File: src/rtl/i2c_tx_fifo_ctrl.sv
// Transmit-FIFO sequencer for the APB I2C peripheral.
// The block gates host pushes into the TX byte FIFO and tracks its occupancy.
// On a start command it drains xfer_len bytes from the FIFO head to the I2C
// byte engine. It reports busy, done, aborted and underrun status.
// Optional feature: define I2C_FIFO_CTRL_TIMEOUT_EN to enable the
// empty-FIFO stall counter and the underrun abort in FETCH.
//
// Handshake: byte_data is valid whenever byte_req is high. Both hold steady
// until the engine raises byte_ack. The byte is consumed in the cycle where
// byte_req and byte_ack are both high.
module i2c_tx_fifo_ctrl #(
    parameter int DEPTH       = 8,
    parameter int LEN_W       = 8,
    parameter int STALL_LIMIT = 255
) (
    input  logic             clk,
    input  logic             rst,
    input  logic             start,
    input  logic [LEN_W-1:0] xfer_len,
    input  logic             abort,
    input  logic             host_push,
    input  logic [7:0]       fifo_rdata,
    output logic             fifo_w_enable,
    output logic             fifo_r_enable,
    output logic             byte_req,
    output logic [7:0]       byte_data,
    input  logic             byte_ack,
    output logic             busy,
    output logic             done,
    output logic             aborted,
    output logic             underrun,
    output logic [3:0]       level,
    output logic             push_drop
);

    typedef enum logic [1:0] {
        S_IDLE  = 2'd0,
        S_FETCH = 2'd1,
        S_OFFER = 2'd2,
        S_DONE  = 2'd3
    } state_t;

    localparam logic [3:0] DEPTH_L = 4'(DEPTH);

    // Elaboration-time guard: the stall counter is 8 bits wide.
    if (STALL_LIMIT < 1 || STALL_LIMIT > 255) begin : g_bad_stall_limit
        $error("STALL_LIMIT must be in 1..255");
    end

    state_t           state_q, state_d;
    logic [LEN_W-1:0] remaining_q, remaining_d;
    logic [7:0]       byte_data_q, byte_data_d;
    logic             byte_req_q, byte_req_d;
    logic             busy_q, busy_d;
    logic             done_q, done_d;
    logic             aborted_q, aborted_d;
    logic [3:0]       level_q, level_d;
`ifdef I2C_FIFO_CTRL_TIMEOUT_EN
    localparam logic [7:0] STALL_L = 8'(STALL_LIMIT);
    logic [7:0]       stall_q, stall_d;
    logic             underrun_q, underrun_d;
`endif

    // Next-state, datapath and FIFO-strobe decode for the transfer sequencer.
    always_comb begin
        state_d       = state_q;
        remaining_d   = remaining_q;
        byte_data_d   = byte_data_q;
        aborted_d     = aborted_q;
        fifo_r_enable = 1'b0;
        fifo_w_enable = host_push && (level_q != DEPTH_L);
        push_drop     = host_push && (level_q == DEPTH_L);
`ifdef I2C_FIFO_CTRL_TIMEOUT_EN
        stall_d       = stall_q;
        underrun_d    = underrun_q;
`endif
        unique case (state_q)
            S_IDLE: begin
                // A zero length still enters FETCH. FETCH then finishes at
                // once without popping, so done lands two cycles after start
                // just like any other completion.
                if (start) begin
                    remaining_d = xfer_len;
                    aborted_d   = 1'b0;
`ifdef I2C_FIFO_CTRL_TIMEOUT_EN
                    underrun_d  = 1'b0;
                    stall_d     = 8'd0;
`endif
                    state_d     = S_FETCH;
                end
            end
            S_FETCH: begin
                if (abort) begin
                    aborted_d = 1'b1;
                    state_d   = S_DONE;
                end else if (remaining_q == '0) begin
                    state_d = S_DONE;
                end else if (level_q != 4'd0) begin
                    byte_data_d   = fifo_rdata;
                    fifo_r_enable = 1'b1;
                    state_d       = S_OFFER;
                end else begin
`ifdef I2C_FIFO_CTRL_TIMEOUT_EN
                    stall_d = stall_q + 8'd1;
                    if (stall_d == STALL_L) begin
                        underrun_d = 1'b1;
                        state_d    = S_DONE;
                    end
`endif
                end
            end
            S_OFFER: begin
                // Abort beats a simultaneous ack; the popped byte is dropped.
                if (abort) begin
                    aborted_d = 1'b1;
                    state_d   = S_DONE;
                end else if (byte_ack) begin
                    remaining_d = remaining_q - LEN_W'(1);
`ifdef I2C_FIFO_CTRL_TIMEOUT_EN
                    stall_d     = 8'd0;
`endif
                    state_d     = (remaining_q == LEN_W'(1)) ? S_DONE : S_FETCH;
                end
            end
            default: begin
                state_d = S_IDLE;
            end
        endcase

        byte_req_d = (state_d == S_OFFER);
        done_d     = (state_d == S_DONE);
        busy_d     = (state_d != S_IDLE);

        unique case ({fifo_w_enable, fifo_r_enable})
            2'b10:   level_d = level_q + 4'd1;
            2'b01:   level_d = level_q - 4'd1;
            default: level_d = level_q;
        endcase
    end

    // State and registered outputs. Reset also restarts occupancy, which
    // matches the FIFO pointers restarting under the same reset.
    always_ff @(posedge clk or posedge rst) begin
        if (rst) begin
            state_q     <= S_IDLE;
            remaining_q <= '0;
            byte_data_q <= 8'h00;
            byte_req_q  <= 1'b0;
            busy_q      <= 1'b0;
            done_q      <= 1'b0;
            aborted_q   <= 1'b0;
            level_q     <= 4'd0;
`ifdef I2C_FIFO_CTRL_TIMEOUT_EN
            stall_q     <= 8'd0;
            underrun_q  <= 1'b0;
`endif
        end else begin
            state_q     <= state_d;
            remaining_q <= remaining_d;
            byte_data_q <= byte_data_d;
            byte_req_q  <= byte_req_d;
            busy_q      <= busy_d;
            done_q      <= done_d;
            aborted_q   <= aborted_d;
            level_q     <= level_d;
`ifdef I2C_FIFO_CTRL_TIMEOUT_EN
            stall_q     <= stall_d;
            underrun_q  <= underrun_d;
`endif
        end
    end

    assign byte_req  = byte_req_q;
    assign byte_data = byte_data_q;
    assign busy      = busy_q;
    assign done      = done_q;
    assign aborted   = aborted_q;
    assign level     = level_q;
`ifdef I2C_FIFO_CTRL_TIMEOUT_EN
    assign underrun  = underrun_q;
`else
    assign underrun  = 1'b0;
`endif

endmodule

File: config.mk
export PLATFORM = sky130hd
export DESIGN_NAME = i2c_tx_fifo_ctrl
export DESIGN_NICKNAME = d
export VERILOG_FILES = /design/src/rtl/i2c_tx_fifo_ctrl.sv
export SDC_FILE = /design/constraint.sdc
export NUM_CORES = 1
export LEC_CHECK = 0
export CAP_MARGIN = 30
export CORE_MARGIN = 4
export CORE_UTILIZATION = 25
export DETAILED_ROUTE_END_ITERATION = 8
export GPL_TIMING_DRIVEN = 0
export SYNTH_ARGS = -nofsm -noshare
export SYNTH_HDL_FRONTEND = slang
export SYNTH_SLANG_ARGS = --single-unit
File: constraint.sdc
create_clock -name clk -period 3.18 [get_ports clk]
set_input_delay 0.636 -clock clk [delete_from_list [all_inputs] [get_ports clk]]
set_output_delay 0.636 -clock clk [all_outputs]
set_load 0.005 [all_outputs]
==> impl_metrics.py <==
metrics = {
    "run_status": {
        "status": "completed",
    },
    "sta": {
        "finalCritPeriodShare": 0.910,
        "setup_violations": 0,
        "timing_worst_slew_pin_value_ns": 0.623,
        "finClkSkew_ns": 0.00300,
        "rsz0062_at_grt": "false",
        "whs_ns": 0.517,
        "setup_slack_ns": 0.287,
        "max_freq_ghz": 0.346,
        "slew_headroom": 0.582,
        "tns_ns": 0,
        "hold_viol_final": 0,
        "period_needed_ns": 2.89,
        "maxSlewViolCount": 0,
    },
    "placed_design": {
        "io_buffers": 40,
        "postPlaceCellArea_um2": 2040,
        "pre_cts_ws_ns": 0.170,
        "place_inst": 268,
        "dp_hpwl_um": 2630,
        "place_congestion": 0.844,
    },
    "cts": {
        "holdBufCountCts": 0,
        "post-cts-setup-buffers": 0,
        "ctsLongestPathBuffers": 2,
        "insertion_delay_ns": 0.27,
        "clock_sinks": 26,
        "cts_buffers": 3,
        "clock-root-buffer": "clkbuf_8",
        "cts_tree": "yes",
        "htreeDepth": 1,
        "clkTransAtPathRegs_ns": 0.09,
        "post_cts_resized": 0,
    },
    "cells_and_area": {
        "multi_input_area_um2": 801,
        "syn2layout_area_growth_pct": 37.9,
        "fillers": 627,
        "n_antenna_cell": 0,
        "drive_gt1_frac": 0.112,
        "fin_cells": 272,
        "layout_common_cells": "clkdlybuf4s50_1, dfrtp_1, a21oi_1",
        "final_util": 0.355,
        "fin_area_um2": 2100,
        "nets": 231,
        "register_area_um2": 651,
        "final_common_cell": "clkdlybuf4s50_1",
    },
    "hold_path": {
        "hold_depth": 1,
        "hold_path_startpoint": "byte_data[1]$_DFFE_PP0P_",
        "hold_end": "byte_data[1]$_DFFE_PP0P_",
        "hp-class": "flip-flop to flip-flop",
    },
    "route": {
        "drt_iter0_drc": 32,
        "dr_wl_met3_um": 181,
        "vias_per_cell": 4.61,
        "ant_nets": 0,
        "wl_per_cell_um": 12.7,
        "wl_um": 3450,
        "drt_first_pass_iters": 5,
        "drc": 0,
        "num_vias": 1254,
        "wl_met2_um": 1570,
        "met1_length_um": 1670,
        "highest_layer": "met4",
    },
    "synthesis": {
        "async_flop_share": 1.00,
        "synth_seq_cells": 26,
        "yosysWarningCount": 0,
        "ys.flop_type": "dfrtp_1",
        "syn-instance-count": 152,
        "synth_edf_count": 0,
        "synth_cell_types": 40,
        "synth_area_um2": 1520,
        "ys_seq_area_frac": 0.427,
        "syn_avg_cell_area_um2": 10.0,
        "synth_fp_nets": 185,
    },
    "global_routing": {
        "overflow": 0,
        "antenna_found_initial": 0,
        "grt_pass1_wl_um": 5980,
        "grt_pass1_vias": 1309,
        "grt_max_degree": 18,
        "track_usage": 0.0977,
    },
    "worst_setup_path": {
        "cp.required_ns": 2.54,
        "crit_family": "buffers and inverters",
        "rr_worst_depth": 12,
        "cp_common_cell": "clkdlybuf4s50_1",
        "path_max_fanout": 10,
        "crit_buf_inv": 3,
        "cp_data_arrival_time_ns": 2.26,
        "crit_type": "input port to primary output",
        "r2r-start": "remaining_q[0]$_DFFE_PP0P_",
        "crit_cells": 5,
        "crit_start": "abort",
        "cp-end-kind": "primary output",
        "r2r_end": "level[3]$_DFFE_PP0P_",
        "rrSetupSlack_ns": 0.37,
        "critPathLaunchType": "input port",
        "cpMaxStageDelayCell": "clkdlybuf4s50_1",
        "crit_chain": "clkdlybuf4s50_1 > a21oi_1 > and3_1 > buf_6 > clkdlybuf4s50_1",
        "slowest_delay_ns": 0.52,
    },
    "floorplan": {
        "fp.dieW_um": 86.0,
        "num_rows": 28,
        "coreArea_um2": 5920,
        "start_util": 0.257,
        "ioPinCount": 42,
        "die_h_um": 86.0,
        "dieArea_um2": 7400,
    },
    "power": {
        "switching_power_mw": 0.715,
        "power_mw": 1.89,
        "p_per_area_nw_per_um2": 900,
        "ir_drop_uv": 396,
        "p_sw_frac": 0.378,
        "p_comb_frac": 0.537,
        "power.leakage_nw": 0.890,
        "p_seq_frac": 0.348,
        "p_int_mw": 1.17,
        "p_clk_frac": 0.114,
    },
    "flow_run": {
        "max-cap-violations": 0,
    },
}
-- cell usage after synthesis, drive strengths merged, types with 2 or more instances --
cell type	number	area share
a21o	3	0.015
a21oi	14	0.046
and3	2	0.0090
buf	2	0.012
clkbuf	2	0.0049
dfrtp	26	0.43
ha	10	0.082
inv	12	0.030
mux2	8	0.079
mux2i	2	0.013
nand2	10	0.025
nand2b	2	0.0082
nand3	4	0.013
nor2	12	0.030
nor2b	2	0.0082
nor3	3	0.0099
nor3b	3	0.015
o2111a	2	0.016
o21ai	12	0.039
o22ai	3	0.012
xnor2	2	0.012
-- worst max-delay path by stage --
stage	to	slack, ns
after floorplan	level[3]$_DFFE_PP0P_	0.62
after CTS	fifo_r_enable	0.27
after global routing	level[3]$_DFFE_PP0P_	0.11
after global placement	level[3]$_DFFE_PP0P_	0.16
final	fifo_r_enable	0.29
after detailed placement	level[3]$_DFFE_PP0P_	0.17
-- final cells by class --
cell class                 count  area share
multi-input combinational    110       0.381
sequential                    26       0.310
timing repair buffer          41       0.204
tap                           75      0.0447
clock buffer                   4      0.0262
inverter                      12      0.0215
buffer                         4      0.0125
-- state kept, by name, indices dropped and copies added (netlist names) --
name         cells
remaining_q      8
byte_data        8
state_q          2
aborted          1
busy             1
byte_req         1
level            4
done             1
-- logic make-up after synthesis --
group,count (synthesis),synth area share
and+or+nand+nor,45,0.154
buffers and inverters,16,0.0468
other,1,0.00246
DFF,26,0.427
adders and majority gates,11,0.0953
muxes,10,0.0920
AOI/OAI and AO/OA,40,0.164
xor gates and xnor gates,3,0.0173
-- layer usage --
layer  vias to the layer above  track usage
met1                       598        0.127
met4                         0       0.0201
met3                         4       0.0259
li1                        619            -
met5                         -            0
met2                        33        0.163
-- power by group through the flow --
| stage | combinational (mW) | sequential, mW | clock, mW |
|---|---|---|---|
| floorplan | 0.642 | 0.640 | 0 |
| global placement | 1.01 | 0.662 | 0 |
| detailed placement | 1.03 | 0.664 | 0 |
| CTS | 1.03 | 0.659 | 0.227 |
| global route | 1.15 | 0.689 | 0.241 |
| finish | 1.02 | 0.658 | 0.216 |
Note: power is estimated with default switching activity, not from simulation.
